`config.mk`:
```
export PLATFORM = sky130hd
export DESIGN_NAME = div_restoring_flat
export DESIGN_NICKNAME = d
export VERILOG_FILES = /design/src/rtl/div_restoring_if.sv /design/src/rtl/div_restoring.sv /design/src/flat_wrapper.sv
export SDC_FILE = /design/constraint.sdc
export NUM_CORES = 1
export LEC_CHECK = 0
export BUFFER_PORTS_ARGS = -buffer_cell sky130_fd_sc_hd__clkbuf_2
export CORE_MARGIN = 1
export CORE_UTILIZATION = 47
export CTS_CLUSTER_DIAMETER = 60
export DETAILED_ROUTE_END_ITERATION = 10
export PLACE_DENSITY = 0.67
export SYNTH_ARGS = -nofsm -noshare
export SYNTH_HDL_FRONTEND = slang
export SYNTH_SLANG_ARGS = --single-unit
```
`constraint.sdc`:
```
create_clock -name clk -period 4 [get_ports clk]
set_input_delay 0.2 -clock clk [delete_from_list [all_inputs] [get_ports clk]]
set_output_delay 0.2 -clock clk [all_outputs]
set_load 0.05 [all_outputs]
```
`src/rtl/div_restoring_if.sv`:
```
// rtl/div_restoring_if.sv - request/result bundle for the restoring divider
// master drives start/a/b and observes results; slave is the divider side.
interface div_restoring_if;
    logic       start;
    logic [7:0] a;
    logic [3:0] b;
    logic [7:0] q;
    logic [3:0] r;
    logic       busy;
    logic       done;
    logic       div_by_zero;

    modport master (
        output start, a, b,
        input  q, r, busy, done, div_by_zero
    );

    modport slave (
        input  start, a, b,
        output q, r, busy, done, div_by_zero
    );
endinterface

```
`src/rtl/div_restoring.sv`:
```
// rtl/div_restoring.sv - 8/4 signed restoring divider, 10-cycle latency
// Optional feature macro: DIV_ZERO_DETECT_EN (early divide-by-zero completion).
module div_restoring (
    input  logic           clk,
    input  logic           rst,
    div_restoring_if.slave bus
);

    typedef enum logic [1:0] {S_IDLE, S_CALC, S_FIX, S_DONE} state_t;

    state_t     state_q, state_d;
    logic [7:0] dvd_q, dvd_d;
    logic [3:0] dvs_q, dvs_d;
    logic [4:0] rem_q, rem_d;
    logic [7:0] iter_q, iter_d;
    logic       neg_q_q, neg_q_d;
    logic       neg_r_q, neg_r_d;
    logic [7:0] q_q, q_d;
    logic [3:0] r_q, r_d;
    logic       busy_q, busy_d;
    logic       done_q, done_d;
`ifdef DIV_ZERO_DETECT_EN
    logic       zero_q, zero_d;
    logic       dbz_q, dbz_d;
`endif

    logic [5:0] rem_sh;
    logic [4:0] rem_sub;
    logic       rem_ge;

    // dvd holds the dividend magnitude and fills with quotient bits from the LSB
    always_comb begin
        rem_sh  = {rem_q, dvd_q[7]};
        rem_sub = rem_sh[4:0] - {1'b0, dvs_q};
        rem_ge  = (rem_sh >= {2'b00, dvs_q});
    end

    always_comb begin
        state_d = state_q;
        dvd_d   = dvd_q;
        dvs_d   = dvs_q;
        rem_d   = rem_q;
        iter_d  = iter_q;
        neg_q_d = neg_q_q;
        neg_r_d = neg_r_q;
        q_d     = q_q;
        r_d     = r_q;
        busy_d  = busy_q;
        done_d  = 1'b0;
`ifdef DIV_ZERO_DETECT_EN
        zero_d  = zero_q;
        dbz_d   = dbz_q;
`endif
        case (state_q)
            S_IDLE: begin
                if (bus.start) begin
                    busy_d  = 1'b1;
                    dvd_d   = bus.a[7] ? 8'(-bus.a) : bus.a;
                    dvs_d   = bus.b[3] ? 4'(-bus.b) : bus.b;
                    rem_d   = 5'd0;
                    iter_d  = 8'h01;
                    neg_q_d = bus.a[7] ^ bus.b[3];
                    neg_r_d = bus.a[7];
                    state_d = S_CALC;
`ifdef DIV_ZERO_DETECT_EN
                    zero_d  = (bus.b == 4'd0);
                    if (bus.b == 4'd0) begin
                        dvd_d   = 8'hFF;
                        rem_d   = 5'd0;
                        neg_q_d = 1'b0;
                        neg_r_d = 1'b0;
                        state_d = S_DONE;
                    end
`endif
                end
            end
            S_CALC: begin
                dvd_d  = {dvd_q[6:0], rem_ge};
                rem_d  = rem_ge ? rem_sub : rem_sh[4:0];
                iter_d = {iter_q[6:0], 1'b0};
                if (iter_q[7]) begin
                    state_d = S_FIX;
                end
            end
            S_FIX: begin
                dvd_d   = neg_q_q ? 8'(-dvd_q) : dvd_q;
                rem_d   = {1'b0, (neg_r_q ? 4'(-rem_q[3:0]) : rem_q[3:0])};
                state_d = S_DONE;
            end
            S_DONE: begin
                q_d     = dvd_q;
                r_d     = rem_q[3:0];
                done_d  = 1'b1;
                busy_d  = 1'b0;
                state_d = S_IDLE;
`ifdef DIV_ZERO_DETECT_EN
                dbz_d   = zero_q;
`endif
            end
            default: state_d = S_IDLE;
        endcase
    end

    always_ff @(posedge clk or posedge rst) begin
        if (rst) begin
            state_q <= S_IDLE;
            dvd_q   <= 8'd0;
            dvs_q   <= 4'd0;
            rem_q   <= 5'd0;
            iter_q  <= 8'd0;
            neg_q_q <= 1'b0;
            neg_r_q <= 1'b0;
            q_q     <= 8'd0;
            r_q     <= 4'd0;
            busy_q  <= 1'b0;
            done_q  <= 1'b0;
`ifdef DIV_ZERO_DETECT_EN
            zero_q  <= 1'b0;
            dbz_q   <= 1'b0;
`endif
        end else begin
            state_q <= state_d;
            dvd_q   <= dvd_d;
            dvs_q   <= dvs_d;
            rem_q   <= rem_d;
            iter_q  <= iter_d;
            neg_q_q <= neg_q_d;
            neg_r_q <= neg_r_d;
            q_q     <= q_d;
            r_q     <= r_d;
            busy_q  <= busy_d;
            done_q  <= done_d;
`ifdef DIV_ZERO_DETECT_EN
            zero_q  <= zero_d;
            dbz_q   <= dbz_d;
`endif
        end
    end

    assign bus.q    = q_q;
    assign bus.r    = r_q;
    assign bus.busy = busy_q;
    assign bus.done = done_q;
`ifdef DIV_ZERO_DETECT_EN
    assign bus.div_by_zero = dbz_q;
`else
    assign bus.div_by_zero = 1'b0;
`endif

endmodule

```
`src/flat_wrapper.sv`:
```
// flat-port wrapper written by rule: the top's interface ports become plain ports
module div_restoring_flat 
  (clk, rst, bus_start, bus_a, bus_b, bus_q, bus_r, bus_busy, bus_done, bus_div_by_zero);
  div_restoring_if bus_i ();
  input  logic clk;
  input  logic rst;
  input wire logic [$bits(bus_i.start)-1:0] bus_start;
  input wire logic [$bits(bus_i.a)-1:0] bus_a;
  input wire logic [$bits(bus_i.b)-1:0] bus_b;
  output wire logic [$bits(bus_i.q)-1:0] bus_q;
  output wire logic [$bits(bus_i.r)-1:0] bus_r;
  output wire logic [$bits(bus_i.busy)-1:0] bus_busy;
  output wire logic [$bits(bus_i.done)-1:0] bus_done;
  output wire logic [$bits(bus_i.div_by_zero)-1:0] bus_div_by_zero;
  assign bus_i.start = bus_start;
  assign bus_i.a = bus_a;
  assign bus_i.b = bus_b;
  assign bus_q = bus_i.q;
  assign bus_r = bus_i.r;
  assign bus_busy = bus_i.busy;
  assign bus_done = bus_i.done;
  assign bus_div_by_zero = bus_i.div_by_zero;
  div_restoring u_core (.clk(clk), .rst(rst), .bus(bus_i));
endmodule
```
=== Word-level counts from Yosys, hierarchy flattened ===
Cells that the tools add are included.
W data, S select, Z words.

* Register bits: 43
* Input bits: 15

* $add $sub $neg: 5
* Magnitude comparators: 1
* Equal/unequal tests: 7
* Multiplexer cells: 17
* Bitwise logic cells: 1
* Reduce and logical (&&, ||, !) cells: 11

{| class="wikitable"
|+ Operators with widths
! cell !! count
|-
| $mux W8 || 4
|-
| $pmux W8 S3 || 1
|-
| $neg A8 Y8 || 2
|-
| $pmux W8 S2 || 1
|-
| $pmux W5 S3 || 1
|-
| $mux W5 || 2
|-
| $reduce_and A2 Y1 || 5
|-
| $mux W4 || 2
|-
| $neg A4 Y4 || 2
|-
| $pmux W2 S4 || 1
|-
| $ge A6 B4 Y1 || 1
|-
| $ne A2 B1 Y1 const B || 3
|-
| $reduce_and A3 Y1 || 2
|-
| $sub A5 B4 Y5 || 1
|-
| $eq A2 B2 Y1 const B || 2
|-
| $mux W2 || 2
|-
| $reduce_bool A2 Y1 || 2
|-
| $reduce_bool A3 Y1 || 1
|-
| $eq A2 B1 Y1 const B || 1
|-
| $logic_not A2 Y1 || 1
|-
| $mux W1 || 2
|-
| $ne A2 B2 Y1 const B || 1
|-
| $pmux W1 S2 || 1
|-
| $xor A1 B1 Y1 || 1
|}

=== Logic depth before layout (Yosys ltp) ===
Gate-level depths: netlist of the first run.

* Depth in word-level cells: 4
* Mapped depth: 8

=== Worst setup path before layout of the first run ===
No wires, ideal clock.

* Kind: register to register
* From: register u_core.dvd_q[7]
* To: register u_core.rem_q[0]
* Setup time: 78 ps
* Data arrival time: 2,253 ps
* Required time: 3,922 ps
* Slack: 1,669 ps
* Cell stages (with the launch flop): 9
* Buffers on the path: 0
* Period minus slack after synthesis: 2,331 ps
* Cell sequence: dfrtp_1 -> inv_1 -> ha_1 -> inv_1 -> fa_1 -> a21o_2 -> a2111oi_4 -> mux2_1 -> o2bb2ai_1

* Longest elaborated chain between the ends: 3
* Elaborated cells on any way between the ends: 4
* Those cells by class: add/sub: 1; order compare: 1; mux: 2

{| class="wikitable"
|+ RTL lines
! what !! line !! RTL
|-
| start, declared || div_restoring.sv:12 || <nowiki>logic [7:0] dvd_q, dvd_d;</nowiki>
|-
| start signal, assigned || div_restoring.sv:123 || <nowiki>dvd_q <= dvd_d;</nowiki>
|-
| $sub A5 B4 Y5 / $ge A6 B4 Y1 (equally long branches) || div_restoring.sv:34, div_restoring.sv:35 ||
|-
| $mux W5 (*) || div_restoring.sv:79 || <nowiki>rem_d = rem_ge ? rem_sub : rem_sh[4:0];</nowiki>
|-
| $pmux W5 S3 (*) || div_restoring.sv:54 || <nowiki>case (state_q)</nowiki>
|-
| end signal, assigned || div_restoring.sv:125 || <nowiki>rem_q <= rem_d;</nowiki>
|-
| end, declared || div_restoring.sv:14 || <nowiki>logic [4:0] rem_q, rem_d;</nowiki>
|}

Every way passes the cells marked *; elsewhere a longest branch is shown, timed or not.
A chain may end at the register's enable or synchronous reset.

=== Worst setup path in the final report of the first run ===
Same ends and word-level chain as after synthesis.

==> results of run 1 <==
-- state kept, by name, indices dropped and copies added (netlist names) --
| signal | flops |
|---|---|
| u_core.bus.r | 4 |
| u_core.neg_q_q | 1 |
| u_core.bus.busy | 1 |
| u_core.dvd_q | 8 |
| u_core.neg_r_q | 1 |
| u_core.iter_q | 8 |
| u_core.bus.q | 8 |
| u_core.rem_q | 5 |
| u_core.dvs_q | 4 |
| u_core.bus.done | 1 |
| u_core.state_q | 2 |
-- synth_stat cells (2+ instances only) --
cell	count	area [um^2]
dfrtp_1	43	1076
nand2_1	25	93.84
o31ai_1	5	37.54
a41o_1	2	20.02
inv_1	25	93.84
o311ai_0	2	17.52
a31oi_1	3	18.77
nand4_1	5	31.28
o211ai_1	2	15.01
a21boi_0	2	15.01
ha_1	12	150.1
nor4_1	4	25.02
mux2_2	12	135.1
a21oi_1	11	55.05
clkbuf_1	7	26.28
o21ai_0	18	90.09
nand3_1	4	20.02
and3_1	2	12.51
nor2b_1	7	43.79
nor2_1	11	41.29
a22o_1	8	70.07
a2bb2oi_1	2	17.52
xnor2_1	6	52.55
mux2i_1	5	50.05
nand2b_1	5	31.28
-- metrics by stage --
step / setup slack [ns] / cells / hold slack [ns] / utilization [%] / instance area (um^2)
final: 1.465 / 357 / 0.00009592 / 54.94 / 2824
after CTS: 1.463 / 357 / 0.03226 / 54.94 / 2824
after global routing: 1.284 / 357 / 0.06790 / 54.94 / 2824
after detailed placement: 1.481 / 350 / 0.3530 / 52.95 / 2721
after floorplan: 1.669 / 260 / 0.3716 / - / 2524
after global placement: 1.540 / 350 / 0.3447 / 52.95 / 2721
-- worst paths after layout --
kind / endpoint / depth (start not counted) / slack [ns] / startpoint
worst max-delay path: u_core.rem_q[0]$_DFFE_PP0P_ / 8 / 1.47 / u_core.dvd_q[7]$_DFFE_PP0P_
worst min-delay path: u_core.rem_q[4]$_DFFE_PP0P_ / 3 / 0.0001 / rst
worst max register to register: u_core.rem_q[0]$_DFFE_PP0P_ / 8 / 1.47 / u_core.dvd_q[7]$_DFFE_PP0P_
worst min register to register: u_core.neg_r_q$_DFFE_PP0P_ / 2 / 0.48 / u_core.neg_r_q$_DFFE_PP0P_
max in group asynchronous: u_core.rem_q[3]$_DFFE_PP0P_ / 3 / 3.63 / rst
min in group clk: u_core.dvs_q[0]$_DFFE_PP0P_ / 3 / 0.17 / bus_b[0]
-- layout make-up --
class                   count  area, um^2
repair buffers             29       147.6
well taps                  70       87.58
inverters                  26       97.59
clock inverters             1       30.03
flip-flops and latches     43        1076
multi-input cells         182        1313
clock buffers               6       72.57
fillers                   514        2316
-- where the power goes --
group,switching (uW),total [uW],internal (uW),leakage [uW]
registers,151,769,618,0.000556
logic,935,1500,568,0.000713
clock network,142,325,183,0.0000513
total,1230,2600,1370,0.00132
-- worst max-delay path, stage by stage, from the launching register on --
cell,delay [ns]
dfrtp_1,0.40
inv_1,0.12
ha_1,0.17
inv_1,0.06
fa_1,0.44
a21o_2,0.23
a2111oi_4,0.56
mux2_1,0.37
o2bb2ai_1,0.12
-- cell families after synthesis --
| family | Yosys count |
|---|---|
| xor gates and xnor gates | 7 |
| adders and majority gates | 13 |
| muxes | 18 |
| AOI/OAI and AO/OA | 69 |
| buffers and inverters | 35 |
| and+or+nand+nor | 74 |
| other | 1 |
| DFF | 43 |
-- routing by layer --
metal  track usage, %  part of all wire [%]  wire [um]  up-vias
li1                 -                     -          -      986
met1            28.89                    48       2486      952
met2            33.13                    47       2422       45
met3            4.016                   4.6        239        5
met4            4.321                  0.85         44        0
met5                0                     0          0        -
==> flow_summary.yaml, run 1 <==
status:
  status: "finished clean"
finish:
  antennaDiodeCount: 0
  drive_above_1_share_pct: 18.47
  syn_to_final_growth_pct: 11.90
  nNetsFinal: 315
  final_cell_mix: "43 x dfrtp_1, 28 x clkbuf_2, 25 x nand2_1"
  final_common_cell: "dfrtp_1"
cts:
  cts_max_path_buffers: 2
  postCtsHoldBufs: 0
  h-tree-depth: 2
  path_clk_slew_ns: 0.09
  cts_resized: 0
  clkLatencyLatePin_ns: 0.29
  cts-root-buf: "clkbuf_8"
  numCtsBuffers: 5
  cts.sinks: 43
  cts_setup_buffers: 0
  cts_tree: "built"
synthesis:
  netlist_area_um2: 2524
  synth_mux_area_share_pct: 7.784
  ys_seq_elements: 43
  synth_edf_count: 0
  synth-simple-area-share_pct: 15.42
  yosys.area_share.adder_pct: 6.743
  synth_cell_types: 57
  async_flop_share_pct: 100.0
  synthXorXnorAreaFrac_pct: 2.429
  synth-main-ff-cell: "dfrtp_1"
  syn_inst: 260
  syn_nets: 288
  yosys_warnings: 0
  synth_top_family_by_area: "compound AO/OA/AOI/OAI gates"
  syn_area_per_cell_um2: 9.706
  ys_seq_area_share_pct: 42.64
  synth_compound_area_share_pct: 19.48
critical_path:
  crit_type: "reg -> reg"
  cp-end-kind: "flop"
  arrival_ns: 2.76
  required_ns: 4.22
  start_kind: "flop"
  path_max_fanout: 7
pwr:
  power_leakage_uw: 0.001320
  p_total_uw: 2599
  peakVddDrop_uv: 685.9
  power.density_nw_per_um2: 920.2
sta:
  setup_viol: 0
  finalCriticalPeriod_ns: 2.535
  period_share_pct: 63.36
  fin_tns_setup_ns: 0
  clock_skew_ns: 0.01163
  maxSlewHeadroom_pct: 40.97
  rsz0062_at_grt: "no"
  fmax_ghz: 0.3945
  slew_violations: 0
  hold_viol: 0
  worstMarginPinSlew_ns: 0.8855
placed_design:
  hpwl_um: 3681
  place_congestion: 0.8029
  port_buffers: 28
drt:
  viasPerCell: 5.569
  vias: 1988
  routedWlPerCell_um: 14.54
  drc: 0
  ant_nets: 0
  wl_um: 5192
  drt_first_pass_iters: 4
  drt_iter0_drc: 107
floorplan:
  die_h_um: 75.28
  io_pins: 30
  start_util_pct: 49.10
  num_rows: 26
  die_area_um2: 5666
  core-area_um2: 5140
  die_w_um: 75.28
grt:
  grt_max_degree: 44
  antenna_found_initial: 0
  grtUsageTotal_pct: 20.53
  grt_pass1_vias: 1859
  grt_pass1_wl_um: 8742
  globalRoute.totalOverflow: 0
hold_path:
  hp-class: "in -> async"
run:
  maxCapViolCount: 0
(Power assumes the default switching activity.)
==> run 2: changes to the inputs <==
ABC_AREA = 1   (was not set)
PLACE_DENSITY = 0.66   (was 0.67)
clock period = 2.7 ns   (was 4 ns; I/O delays follow)
==> run 2 against run 1 <==
Compared with the run above: setup slack got worse by 0.69 ns; hold slack improved by 0.11 ns; total power fell by 19%; clock skew fell by 0.0063 ns; cell area rose by 4.1%; combinational power fell by 54%; synthesized cell count rose by 33%; non-clock buffer count rose by 2; first-iteration DRC count rose by 27%; maximum frequency rose by 32%; largest cell class unchanged; clock-buffer cell count did not move; largest power group is now sequential cells; synthesized area rose by 2.9%.
==> flow_summary.yaml, run 2 <==
floorplan:
  start_util_pct: 49.88
  io_pins: 30
  die_h_um: 76.33
  num_rows: 26
  core-area_um2: 5205
  die_w_um: 76.33
  die_area_um2: 5826
critical_path:
  path_max_fanout: 5
  r2r_setup_slack_ns: 0.78
  cp-end-kind: "flop"
  start_kind: "flop"
  required_ns: 2.94
  arrival_ns: 2.16
  crit-reg2reg-launch: "u_core.dvd_q[7]$_DFFE_PP0P_"
  crit_path_frequent_cell: "nand2_1"
  startpoint: "u_core.dvd_q[7]$_DFFE_PP0P_"
  reg2reg_to: "u_core.rem_q[2]$_DFFE_PP0P_"
  crit_type: "reg -> reg"
  slowest_stage: "fa_1"
  crit_chain: "inv_1, ha_1, inv_1, fa_1, nand3_4, nand3_4, nand2_1, nand3_1, nand2_1, nand2_1, nand2_1"
  crit_end: "u_core.rem_q[2]$_DFFE_PP0P_"
  critical_path.max_stage_delay_ns: 0.50
  r2r_cells: 11
synthesis:
  synth_cell_types: 29
  yosys_warnings: 0
  synth_edf_count: 0
  yosysTopAreaCell: "dfrtp_1"
  yosysTopAreaCellShare_pct: 41.45
  ys_seq_elements: 43
  synth-main-ff-cell: "dfrtp_1"
  syn_inst: 345
  ys_seq_area_share_pct: 41.45
  yosysMostFrequentCell: "nand2_1"
  synth_area_leaders: "dfrtp_1 41%, nand2_1 15%, inv_1 7.1%, o21ai_0 6.4%, ha_1 5.8%"
  async_flop_share_pct: 100.0
  syn_nets: 373
  synth_commonest_cells: "104 x nand2_1, 49 x inv_1, 43 x dfrtp_1, 33 x o21ai_0, 21 x nand3_1"
  netlist_area_um2: 2596
  syn_area_per_cell_um2: 7.525
finish:
  final_common_cell: "nand2_1"
  syn_to_final_growth_pct: 13.20
  drive_above_1_share_pct: 13.83
  nNetsFinal: 403
  utilization_pct: 56.47
  final_cell_mix: "104 x nand2_1, 49 x inv_1, 43 x dfrtp_1"
  antennaDiodeCount: 0
cts:
  path_clk_slew_ns: 0.08
  cts.sinks: 43
  numCtsBuffers: 5
  cts_setup_buffers: 0
  cts_max_path_buffers: 2
  cts_resized: 0
  cts_tree: "built"
  h-tree-depth: 2
  cts-root-buf: "clkbuf_8"
  clkLatencyLatePin_ns: 0.30
sta:
  fmax_ghz: 0.5198
  maxSlewHeadroom_pct: 58.48
  worstMarginPinSlew_ns: 0.6221
  rsz0062_at_grt: "no"
  finalCriticalPeriod_ns: 1.924
  clock_skew_ns: 0.005331
  fin_tns_setup_ns: 0
  setup_viol: 0
  period_share_pct: 71.26
  hold_viol: 0
  slew_violations: 0
drt:
  ant_nets: 0
  drt_iter0_drc: 136
  vias: 2252
  wl_um: 5723
  routedWlPerCell_um: 12.83
  drc: 0
  drt_first_pass_iters: 4
  viasPerCell: 5.049
grt:
  grt_pass1_vias: 2232
  globalRoute.totalOverflow: 0
  grt_max_degree: 44
  grt_pass1_wl_um: 10010
  grtUsageTotal_pct: 21.54
  grt_use_met2_pct: 35.95
  grt-busiest-layer: "met2"
  antenna_found_initial: 0
  use_met1_pct: 27.90
  met3_usage_pct: 3.832
placed_design:
  port_buffers: 28
  place_congestion: 0.8939
  hpwl_um: 4218
pwr:
  peakVddDrop_uv: 302.7
  power.density_nw_per_um2: 716.3
  power_leakage_uw: 0.001578
run:
  maxCapViolCount: 0
hold_path:
  hp-class: "in -> reg"
status:
  status: "finished clean"
[run 2: kinds of logic (layout without fill, tap and decap cells)]
kind of cell	Yosys count	count (layout)	synth area share [%]
flip-flops	43	43	41.45
buffers and inverters	62	93	9.542
AND/OR/NAND/NOR	160	160	27.61
adder cells (fa/ha/maj)	13	13	6.554
AO/OA/AOI/OAI	60	60	12.67
XOR/XNOR	6	6	2.024
other	1	1	0.1444
[run 2: cell type report]
| class | count | area [um^2] |
|---|---|---|
| clock buffers | 6 | 72.57 |
| clock inverters | 2 | 60.06 |
| fillers | 495 | 2266 |
| inverters | 54 | 205.2 |
| multi-input cells | 240 | 1272 |
| flip-flops and latches | 43 | 1076 |
| well taps | 70 | 87.58 |
| repair buffers | 31 | 165.2 |
[run 2: worst min-delay path by stage]
stage / depth (start not counted) / startpoint / to
finish: 3 / bus_b[0] / u_core.dvs_q[0]$_DFFE_PP0P_
floorplan: 2 / bus_b[0] / u_core.dvs_q[0]$_DFFE_PP0P_
detailed placement: 3 / rst / u_core.iter_q[2]$_DFFE_PP0P_
global route: 3 / bus_b[0] / u_core.dvs_q[0]$_DFFE_PP0P_
global placement: 3 / rst / u_core.iter_q[2]$_DFFE_PP0P_
CTS: 3 / bus_b[0] / u_core.dvs_q[0]$_DFFE_PP0P_
[run 2: metrics by stage]
step | worst slack, ns | cell area [um^2] | total power (uW) | hold WS (ns) | std cells
final | 0.7761 | 2939 | 2105 | 0.1119 | 446
after global placement | 0.8764 | 2796 | 1495 | 0.2902 | 437
after global routing | 0.6448 | 2939 | 2258 | 0.1090 | 446
after CTS | 0.7688 | 2939 | 2121 | 0.1087 | 446
after detailed placement | 0.7910 | 2796 | 1515 | 0.2964 | 437
after floorplan | 0.9942 | 2596 | 1365 | 0.2905 | 345
[run 2: layer usage]
layer | vias up | wire length [um]
met5 | - | 0
met4 | 0 | 73
met3 | 10 | 180
met2 | 45 | 2695
met1 | 1035 | 2774
li1 | 1162 | -
[run 2: report_power, final]
group | internal, uW | total (uW) | switching, uW
registers | 723 | 825 | 102
logic | 260 | 686 | 426
clock network | 370 | 594 | 225
[run 2: repair_timing]
action,CTS,global route
hold buffers,1,0
setup endpoints to repair,0,0
endpoints found under the hold margin,43,0
[run 2: worst max-delay path: cells and delay by family, from the launching register on]
| family | cells | cell delay [ns] |
|---|---|---|
| buffers and inverters | 2 | 0.21 |
| DFF | 1 | 0.38 |
| adders and majority gates | 2 | 0.67 |
| and+or+nand+nor | 7 | 0.61 |
